===== src/rtl/peri_bridge_pkg.sv =====
// rtl/peri_bridge_pkg.sv - shared FSM state type and CSR offsets for the peripheral bridge
package peri_bridge_pkg;

    typedef enum logic [1:0] {
        ST_IDLE   = 2'd0,
        ST_ACCESS = 2'd1,
        ST_RESP   = 2'd2
    } state_t;

    localparam int CSR_STATUS  = 0;
    localparam int CSR_ERRADDR = 1;

endpackage


===== src/rtl/peri_bridge_if.sv =====
// rtl/peri_bridge_if.sv - CPU-side and slave-side bus signals of the peripheral bridge
interface peri_bridge_if #(
    parameter int N_SLV  = 4,
    parameter int DATA_W = 8,
    parameter int ADDR_W = 8
);

    logic [ADDR_W-1:0]       cpu_addr;
    logic [DATA_W-1:0]       cpu_wdata;
    logic [DATA_W-1:0]       cpu_rdata;
    logic                    cpu_wr_en;
    logic                    cpu_rd_en;
    logic                    cpu_ready;
    logic [ADDR_W-1:0]       slv_addr;
    logic [DATA_W-1:0]       slv_wdata;
    logic [N_SLV-1:0]        slv_wr_en;
    logic [N_SLV-1:0]        slv_rd_en;
    logic [N_SLV*DATA_W-1:0] slv_rdata;
    logic [N_SLV-1:0]        slv_ready;

    // master: the CPU plus the peripherals around the bridge
    modport master (
        output cpu_addr, cpu_wdata, cpu_wr_en, cpu_rd_en, slv_rdata, slv_ready,
        input  cpu_rdata, cpu_ready, slv_addr, slv_wdata, slv_wr_en, slv_rd_en
    );

    // slave: the bridge itself
    modport slave (
        input  cpu_addr, cpu_wdata, cpu_wr_en, cpu_rd_en, slv_rdata, slv_ready,
        output cpu_rdata, cpu_ready, slv_addr, slv_wdata, slv_wr_en, slv_rd_en
    );

endinterface


===== src/rtl/peri_decode.sv =====
// rtl/peri_decode.sv - combinational address decode: one-hot slave select, CSR hit, unmapped flag
module peri_decode
    import peri_bridge_pkg::*;
#(
    parameter int                      N_SLV    = 4,
    parameter int                      ADDR_W   = 8,
    parameter logic [N_SLV*ADDR_W-1:0] SLV_BASE = {8'h90, 8'h84, 8'h80, 8'h00},
    parameter logic [N_SLV*ADDR_W-1:0] SLV_MASK = {8'hFC, 8'hFC, 8'hFC, 8'h80},
    parameter logic [ADDR_W-1:0]       CSR_BASE = 8'hFC
) (
    input  logic [ADDR_W-1:0] addr,
    output logic [N_SLV-1:0]  sel,
    output logic              csr_hit,
    output logic              unmapped
);

    localparam logic [ADDR_W-1:0] STATUS_ADDR  = CSR_BASE + ADDR_W'(CSR_STATUS);
    localparam logic [ADDR_W-1:0] ERRADDR_ADDR = CSR_BASE + ADDR_W'(CSR_ERRADDR);

    logic slave_hit;

    always_comb begin
        sel       = '0;
        slave_hit = 1'b0;
        csr_hit   = (addr == STATUS_ADDR) || (addr == ERRADDR_ADDR);
        // lowest matching index wins; CSR addresses shadow every slave window
        for (int i = 0; i < N_SLV; i++) begin
            if (!slave_hit && ((addr & SLV_MASK[i*ADDR_W +: ADDR_W]) == SLV_BASE[i*ADDR_W +: ADDR_W])) begin
                sel[i]    = 1'b1;
                slave_hit = 1'b1;
            end
        end
        if (csr_hit) begin
            sel = '0;
        end
        unmapped = !csr_hit && !slave_hit;
    end

endmodule


===== src/rtl/peri_bridge.sv =====
// rtl/peri_bridge.sv - CPU-to-peripheral bridge with address decode, wait timeout and error CSRs
module peri_bridge
    import peri_bridge_pkg::*;
#(
    parameter int                      N_SLV    = 4,
    parameter int                      DATA_W   = 8,
    parameter int                      ADDR_W   = 8,
    parameter logic [N_SLV*ADDR_W-1:0] SLV_BASE = {8'h90, 8'h84, 8'h80, 8'h00},
    parameter logic [N_SLV*ADDR_W-1:0] SLV_MASK = {8'hFC, 8'hFC, 8'hFC, 8'h80},
    parameter int                      TIMEOUT  = 15,
    parameter logic [ADDR_W-1:0]       CSR_BASE = 8'hFC,
    parameter logic [DATA_W-1:0]       ERR_DATA = 8'hFF
) (
    input  logic         clk,
    input  logic         reset,
    peri_bridge_if.slave bus,
    output logic         err_irq
);

    localparam int                CNT_W       = $clog2(TIMEOUT + 1);
    localparam logic [ADDR_W-1:0] STATUS_ADDR = CSR_BASE + ADDR_W'(CSR_STATUS);

    state_t              state, state_nxt;
    logic [N_SLV-1:0]    dec_sel;
    logic                dec_csr, dec_unmapped;
    logic [ADDR_W-1:0]   addr_q;
    logic [DATA_W-1:0]   wdata_q;
    logic                is_wr_q;
    logic [N_SLV-1:0]    sel_q;
    logic [CNT_W-1:0]    wait_cnt;
    logic [DATA_W-1:0]   rdata_q, rdata_nxt;
    logic                rdata_ld;
    logic [1:0]          status_q, status_set, status_clr;
    logic [ADDR_W-1:0]   err_addr_q, err_addr_nxt;
    logic                err_ld;
    logic                accept, ready_hit, timed_out;
    logic [DATA_W-1:0]   sel_rdata;

    peri_decode #(
        .N_SLV    (N_SLV),
        .ADDR_W   (ADDR_W),
        .SLV_BASE (SLV_BASE),
        .SLV_MASK (SLV_MASK),
        .CSR_BASE (CSR_BASE)
    ) u_decode (
        .addr     (bus.cpu_addr),
        .sel      (dec_sel),
        .csr_hit  (dec_csr),
        .unmapped (dec_unmapped)
    );

    always_comb begin
        state_nxt    = state;
        accept       = (state == ST_IDLE) && (bus.cpu_wr_en || bus.cpu_rd_en);
        ready_hit    = |(bus.slv_ready & sel_q);
        timed_out    = (wait_cnt == CNT_W'(TIMEOUT - 1)) && !ready_hit;
        rdata_ld     = 1'b0;
        rdata_nxt    = rdata_q;
        status_set   = 2'b00;
        status_clr   = 2'b00;
        err_ld       = 1'b0;
        err_addr_nxt = err_addr_q;
        sel_rdata    = '0;
        for (int i = 0; i < N_SLV; i++) begin
            if (sel_q[i]) begin
                sel_rdata = sel_rdata | bus.slv_rdata[i*DATA_W +: DATA_W];
            end
        end

        case (state)
            ST_IDLE: begin
                if (accept) begin
                    state_nxt = (|dec_sel) ? ST_ACCESS : ST_RESP;
                end
                // CSR and unmapped accesses resolve entirely on the accept edge
                if (accept && dec_unmapped) begin
                    status_set[1] = 1'b1;
                    err_ld        = 1'b1;
                    err_addr_nxt  = bus.cpu_addr;
                    if (!bus.cpu_wr_en) begin
                        rdata_ld  = 1'b1;
                        rdata_nxt = '0;
                    end
                end
                if (accept && dec_csr) begin
                    if (bus.cpu_wr_en) begin
                        if (bus.cpu_addr == STATUS_ADDR) begin
                            status_clr = bus.cpu_wdata[1:0];
                        end
                    end else begin
                        rdata_ld  = 1'b1;
                        rdata_nxt = (bus.cpu_addr == STATUS_ADDR) ? DATA_W'(status_q) : DATA_W'(err_addr_q);
                    end
                end
            end
            ST_ACCESS: begin
                if (ready_hit || timed_out) begin
                    state_nxt = ST_RESP;
                end
                if (ready_hit && !is_wr_q) begin
                    rdata_ld  = 1'b1;
                    rdata_nxt = sel_rdata;
                end
                if (timed_out) begin
                    status_set[0] = 1'b1;
                    err_ld        = 1'b1;
                    err_addr_nxt  = addr_q;
                    if (!is_wr_q) begin
                        rdata_ld  = 1'b1;
                        rdata_nxt = ERR_DATA;
                    end
                end
            end
            ST_RESP: state_nxt = ST_IDLE;
            default: state_nxt = ST_IDLE;
        endcase
    end

    always_ff @(posedge clk or posedge reset) begin
        if (reset) begin
            state      <= ST_IDLE;
            addr_q     <= '0;
            wdata_q    <= '0;
            is_wr_q    <= 1'b0;
            sel_q      <= '0;
            wait_cnt   <= '0;
            rdata_q    <= '0;
            status_q   <= 2'b00;
            err_addr_q <= '0;
        end else begin
            state <= state_nxt;
            if (accept) begin
                addr_q  <= bus.cpu_addr;
                wdata_q <= bus.cpu_wdata;
                is_wr_q <= bus.cpu_wr_en;
                sel_q   <= dec_sel;
            end
            // wait_cnt holds the index of the current ACCESS cycle, zero elsewhere
            if ((state == ST_ACCESS) && (state_nxt == ST_ACCESS)) begin
                wait_cnt <= wait_cnt + 1'b1;
            end else begin
                wait_cnt <= '0;
            end
            if (rdata_ld) begin
                rdata_q <= rdata_nxt;
            end
            status_q <= (status_q & ~status_clr) | status_set;
            if (err_ld) begin
                err_addr_q <= err_addr_nxt;
            end
        end
    end

    assign bus.slv_addr  = addr_q;
    assign bus.slv_wdata = wdata_q;
    assign bus.slv_wr_en = ((state == ST_ACCESS) && is_wr_q)  ? sel_q : '0;
    assign bus.slv_rd_en = ((state == ST_ACCESS) && !is_wr_q) ? sel_q : '0;
    assign bus.cpu_ready = (state == ST_RESP);
    assign bus.cpu_rdata = rdata_q;
    assign err_irq       = status_q[0] | status_q[1];

endmodule


===== src/flat_wrapper.sv =====
// flat-port wrapper written by rule: the top's interface ports become plain ports
module peri_bridge_flat import peri_bridge_pkg::*;
#(
    parameter int                      N_SLV    = 4,
    parameter int                      DATA_W   = 8,
    parameter int                      ADDR_W   = 8,
    parameter logic [N_SLV*ADDR_W-1:0] SLV_BASE = {8'h90, 8'h84, 8'h80, 8'h00},
    parameter logic [N_SLV*ADDR_W-1:0] SLV_MASK = {8'hFC, 8'hFC, 8'hFC, 8'h80},
    parameter int                      TIMEOUT  = 15,
    parameter logic [ADDR_W-1:0]       CSR_BASE = 8'hFC,
    parameter logic [DATA_W-1:0]       ERR_DATA = 8'hFF
)
  (clk, reset, err_irq, bus_cpu_addr, bus_cpu_wdata, bus_cpu_wr_en, bus_cpu_rd_en, bus_slv_rdata, bus_slv_ready, bus_cpu_rdata, bus_cpu_ready, bus_slv_addr, bus_slv_wdata, bus_slv_wr_en, bus_slv_rd_en);
  peri_bridge_if #(.N_SLV(N_SLV), .DATA_W(DATA_W), .ADDR_W(ADDR_W)) bus_i ();
  input  logic clk;
  input  logic reset;
  output logic err_irq;
  input wire logic [$bits(bus_i.cpu_addr)-1:0] bus_cpu_addr;
  input wire logic [$bits(bus_i.cpu_wdata)-1:0] bus_cpu_wdata;
  input wire logic [$bits(bus_i.cpu_wr_en)-1:0] bus_cpu_wr_en;
  input wire logic [$bits(bus_i.cpu_rd_en)-1:0] bus_cpu_rd_en;
  input wire logic [$bits(bus_i.slv_rdata)-1:0] bus_slv_rdata;
  input wire logic [$bits(bus_i.slv_ready)-1:0] bus_slv_ready;
  output wire logic [$bits(bus_i.cpu_rdata)-1:0] bus_cpu_rdata;
  output wire logic [$bits(bus_i.cpu_ready)-1:0] bus_cpu_ready;
  output wire logic [$bits(bus_i.slv_addr)-1:0] bus_slv_addr;
  output wire logic [$bits(bus_i.slv_wdata)-1:0] bus_slv_wdata;
  output wire logic [$bits(bus_i.slv_wr_en)-1:0] bus_slv_wr_en;
  output wire logic [$bits(bus_i.slv_rd_en)-1:0] bus_slv_rd_en;
  assign bus_i.cpu_addr = bus_cpu_addr;
  assign bus_i.cpu_wdata = bus_cpu_wdata;
  assign bus_i.cpu_wr_en = bus_cpu_wr_en;
  assign bus_i.cpu_rd_en = bus_cpu_rd_en;
  assign bus_i.slv_rdata = bus_slv_rdata;
  assign bus_i.slv_ready = bus_slv_ready;
  assign bus_cpu_rdata = bus_i.cpu_rdata;
  assign bus_cpu_ready = bus_i.cpu_ready;
  assign bus_slv_addr = bus_i.slv_addr;
  assign bus_slv_wdata = bus_i.slv_wdata;
  assign bus_slv_wr_en = bus_i.slv_wr_en;
  assign bus_slv_rd_en = bus_i.slv_rd_en;
  peri_bridge #(.N_SLV(N_SLV), .DATA_W(DATA_W), .ADDR_W(ADDR_W), .SLV_BASE(SLV_BASE), .SLV_MASK(SLV_MASK), .TIMEOUT(TIMEOUT), .CSR_BASE(CSR_BASE), .ERR_DATA(ERR_DATA)) u_core (.clk(clk), .reset(reset), .bus(bus_i), .err_irq(err_irq));
endmodule

===== config.mk =====
export PLATFORM = sky130hd
export DESIGN_NAME = peri_bridge_flat
export DESIGN_NICKNAME = d
export VERILOG_FILES = /design/src/rtl/peri_bridge_pkg.sv /design/src/rtl/peri_bridge_if.sv /design/src/rtl/peri_decode.sv /design/src/rtl/peri_bridge.sv /design/src/flat_wrapper.sv
export SDC_FILE = /design/constraint.sdc
export NUM_CORES = 1
export LEC_CHECK = 0
export CAP_MARGIN = 0
export CELL_PAD_IN_SITES_DETAIL_PLACEMENT = 0
export CELL_PAD_IN_SITES_GLOBAL_PLACEMENT = 1
export CORE_MARGIN = 3
export CORE_UTILIZATION = 33
export CTS_BUF_LIST = sky130_fd_sc_hd__clkbuf_8
export CTS_CLUSTER_SIZE = 30
export DETAILED_ROUTE_END_ITERATION = 8
export PLACE_DENSITY_LB_ADDON = 0.1
export SKIP_CTS_REPAIR_TIMING = 1
export SYNTH_ARGS = -nofsm -noshare
export SYNTH_HDL_FRONTEND = slang
export SYNTH_SLANG_ARGS = --single-unit

===== constraint.sdc =====
create_clock -name clk -period 2 [get_ports clk]
set_clock_uncertainty 0.1 [all_clocks]
set_input_delay 0.4 -clock clk [delete_from_list [all_inputs] [get_ports clk]]
set_output_delay 0.4 -clock clk [all_outputs]
set_load 0.005 [all_outputs]

==> qor.txt <==
Simple-gate share of the synthesized area: 27.83%
Initial antenna violation count: 0
CP Launch Type: flop
# DRC: 0
Die Wd: 91.61 um
Starting Density: 34.83%
DRT iter0 DRCs: 77
H-tree depth: 2
Post-Synth XOR/XNOR Area: 0.7243%
Design area: 0.004024 mm2
CP Data Required Time: 1.50 ns
DR WL/cell: 15.41 um
Mapped Nets: 321
RR Startpoint: u_core.state[1]
Final-report hold violation count: 0
Fin crit period: 2.211 ns
Worst Reg2Reg Path Length in Cells: 6
Post-synth ARST share: 100.0%
Least-Margin Pin Slew: 0.5027 ns
R2R Path End: u_core.err_addr_q[5]
Overflow after GRT: 0
Number of global-route vias before repair: 2459
Post-synthesis mux area share: 4.553%
Average size of a mapped cell: 9.196 um2
# IOs: 90
Worst IR Drop VDD: 0.0005823 V
Top cells by area, synth: dfrtp_1 (47%), nand2_1 (12%), a22oi_1 (5.6%)
Mapped Cells: 263
Drt pass-1 iters: 4
Num rows: 30
GPL Wtd Cong: 0.8379
Ant. Diodes: 0
Vias per cell: 4.899
Slew Viols, Final: 0
Setup CP Type: flop to output pin
Clock tree buffer depth: 2
Synth Area in Compound Gates: 16.30%
Root Driver: clkbuf_8
TritonCTS clock tree: yes
Placed inst area: 0.003755 mm2
Worst hold-check path type: input pin to asynchronous set/reset pin
Port Buffers: 89
Largest net degree at the start of global routing: 31
Synth top cells by count: nand2_1 (76), dfrtp_1 (45), a22oi_1 (18), clkbuf_1 (11)
Inserted Clock Buffers: 5
CP Capture Type: output pin
Clock Sinks: 45
Seq/Total Area, Yosys: 46.56%
Post-Route WL: 7.659 mm
Failing checks: setup timing
Die ar.: 0.008392 mm2
Gr usage total: 18.67%
Final period utilization: 110.6%
Status: finished, violations left
Adder-cell share of the synthesized area: 1.035%
Clk_lat worst skew: 0.30 ns
Top-count cell post-synth: nand2_1
Finish-stage setup viols: 13
Share of the synthesized area in the top cell type: 46.56%
Main combinational cell family by area after synthesis: simple AND/OR/NAND/NOR gates
TNS Setup: -1.079 ns
Clk slew on worst S/H paths: 0.09 ns
Synthesis-stage register bit count: 45
Highest Clock Rate: 452.3 MHz
Die Y-Extent: 91.61 um
Max-Slew Margin vs Limit: 66.34%
Syn. warnings: 0
Maximum fanout along the worst path: 6
Flop-to-flop setup slack: -0.04 ns
Post-DP HPWL: 5.954 mm
Post-synth EDFFs: 0
First-pass GRT wire length: 12.54 mm
Max-cap check violation count: 0
Leakage power: 1.884 nW
Netlist Area Pre-Place: 0.002419 mm2
Area growth from synthesis to layout: 66.37%
RSZ-0062 raised after global routing: true
Worst Path Arrival: 1.71 ns
Leading area contributor after synthesis: dfrtp_1
Ys flop type: dfrtp_1
Final Worst Setup Slack: -0.2110 ns
Share of cells above drive strength 1: 21.95%
Vias: 2435
Core area: 0.006944 mm2
Power Dens Cells: 1105 mW/mm2
Antenna Nets Post-Route: 0
Post-layout nets: 458
Count of cell types in the netlist: 45
==> how the worst max path moves through the flow <==
stage	start	end	slack, ns	depth (start not counted)
6_report	u_core.state[0]	bus_slv_wr_en[2]	-0.21	3
5_1_grt	u_core.state[0]	bus_slv_wr_en[3]	-0.31	3
4_1_cts	u_core.state[1]	bus_slv_rd_en[0]	-0.42	4
3_5_place_dp	bus_cpu_rd_en	u_core.bus.cpu_rdata[5]	-0.36	6
3_3_place_gp	bus_cpu_rd_en	u_core.bus.cpu_rdata[0]	-0.30	6
2_1_floorplan	bus_cpu_addr[5]	u_core.err_addr_q[0]	0.20	4
==> registers in the layout, indices dropped and copies added, names as in the netlist <==
register	flops
u_core.bus.cpu_rdata	8
u_core.sel_q	4
u_core.bus.slv_addr	8
u_core.err_addr_q	8
u_core.status_q	2
u_core.state	2
u_core.wait_cnt	4
u_core.bus.slv_wdata	8
u_core.is_wr_q	1
==> power breakdown <==
part	internal, mW	switching, mW
Combinational	1.22	0.951
Sequential	1.28	0.264
Clock	0.406	0.320
Total	2.91	1.53
==> through the flow <==
step                      utilization (%)  power (mW)  hold WS, ns  instances  setup WS [ns]
final                               57.95       4.448       0.2830        497        -0.2110
after global routing                57.95       4.810       0.3338        497        -0.3059
after CTS                           55.80       4.402       0.2952        489        -0.4154
after detailed placement            54.07       3.660       0.3659        481        -0.3597
after global placement              54.07       3.616       0.3597        481        -0.3034
after floorplan                         -       2.470       0.3536        263         0.2050
==> worst max-delay path, stage by stage, from the launching register on <==
cell             delay (ns)
dfrtp_1                0.43
nor2b_2                0.28
and3_1                 0.18
clkdlybuf4s50_1        0.51
==> kinds of logic after synthesis <==
logic type	Yosys count
xor gates and xnor gates	2
DFF	45
and+or+nand+nor	138
muxes	10
adders and majority gates	2
AOI/OAI and AO/OA	49
buffers and inverters	17
==> area by class of cell <==
| class | count | area, um2 |
|---|---|---|
| clock buffer | 6 | 82.58 |
| clock inverter | 2 | 37.54 |
| fill | 624 | 2920 |
| inverter | 4 | 15.01 |
| multi-input combinational | 201 | 1271 |
| sequential | 45 | 1126 |
| tap | 96 | 120.1 |
| timing repair buffer | 143 | 1371 |
==> metal layers <==
metal  wire [um]  track usage, %  vias to the layer above
met5           0               0                        -
met4          79           5.276                        0
met3         381           3.774                        6
met2        3745           30.74                       60
met1        3452           24.86                     1154
li1            -               -                     1215
==> cell usage in the layout, fill, tap and decap left out, types with 3 or more instances in the layout <==
cell and n:
nor2_1 9, nand4b_1 4, mux2_2 8, clkdlybuf4s50_1 80, o21ai_0 4, a22oi_1 18
dlymetal6s2s_1 9, nand3_1 5, nand2_1 76, a211oi_1 4, buf_6 4, nor3_1 5
clkbuf_8 6, and2_1 6, dfrtp_1 45, and3_1 10, buf_12 3, inv_1 3
buf_4 47, nand4_1 7, a21oi_1 3
(Power assumes the default switching activity.)
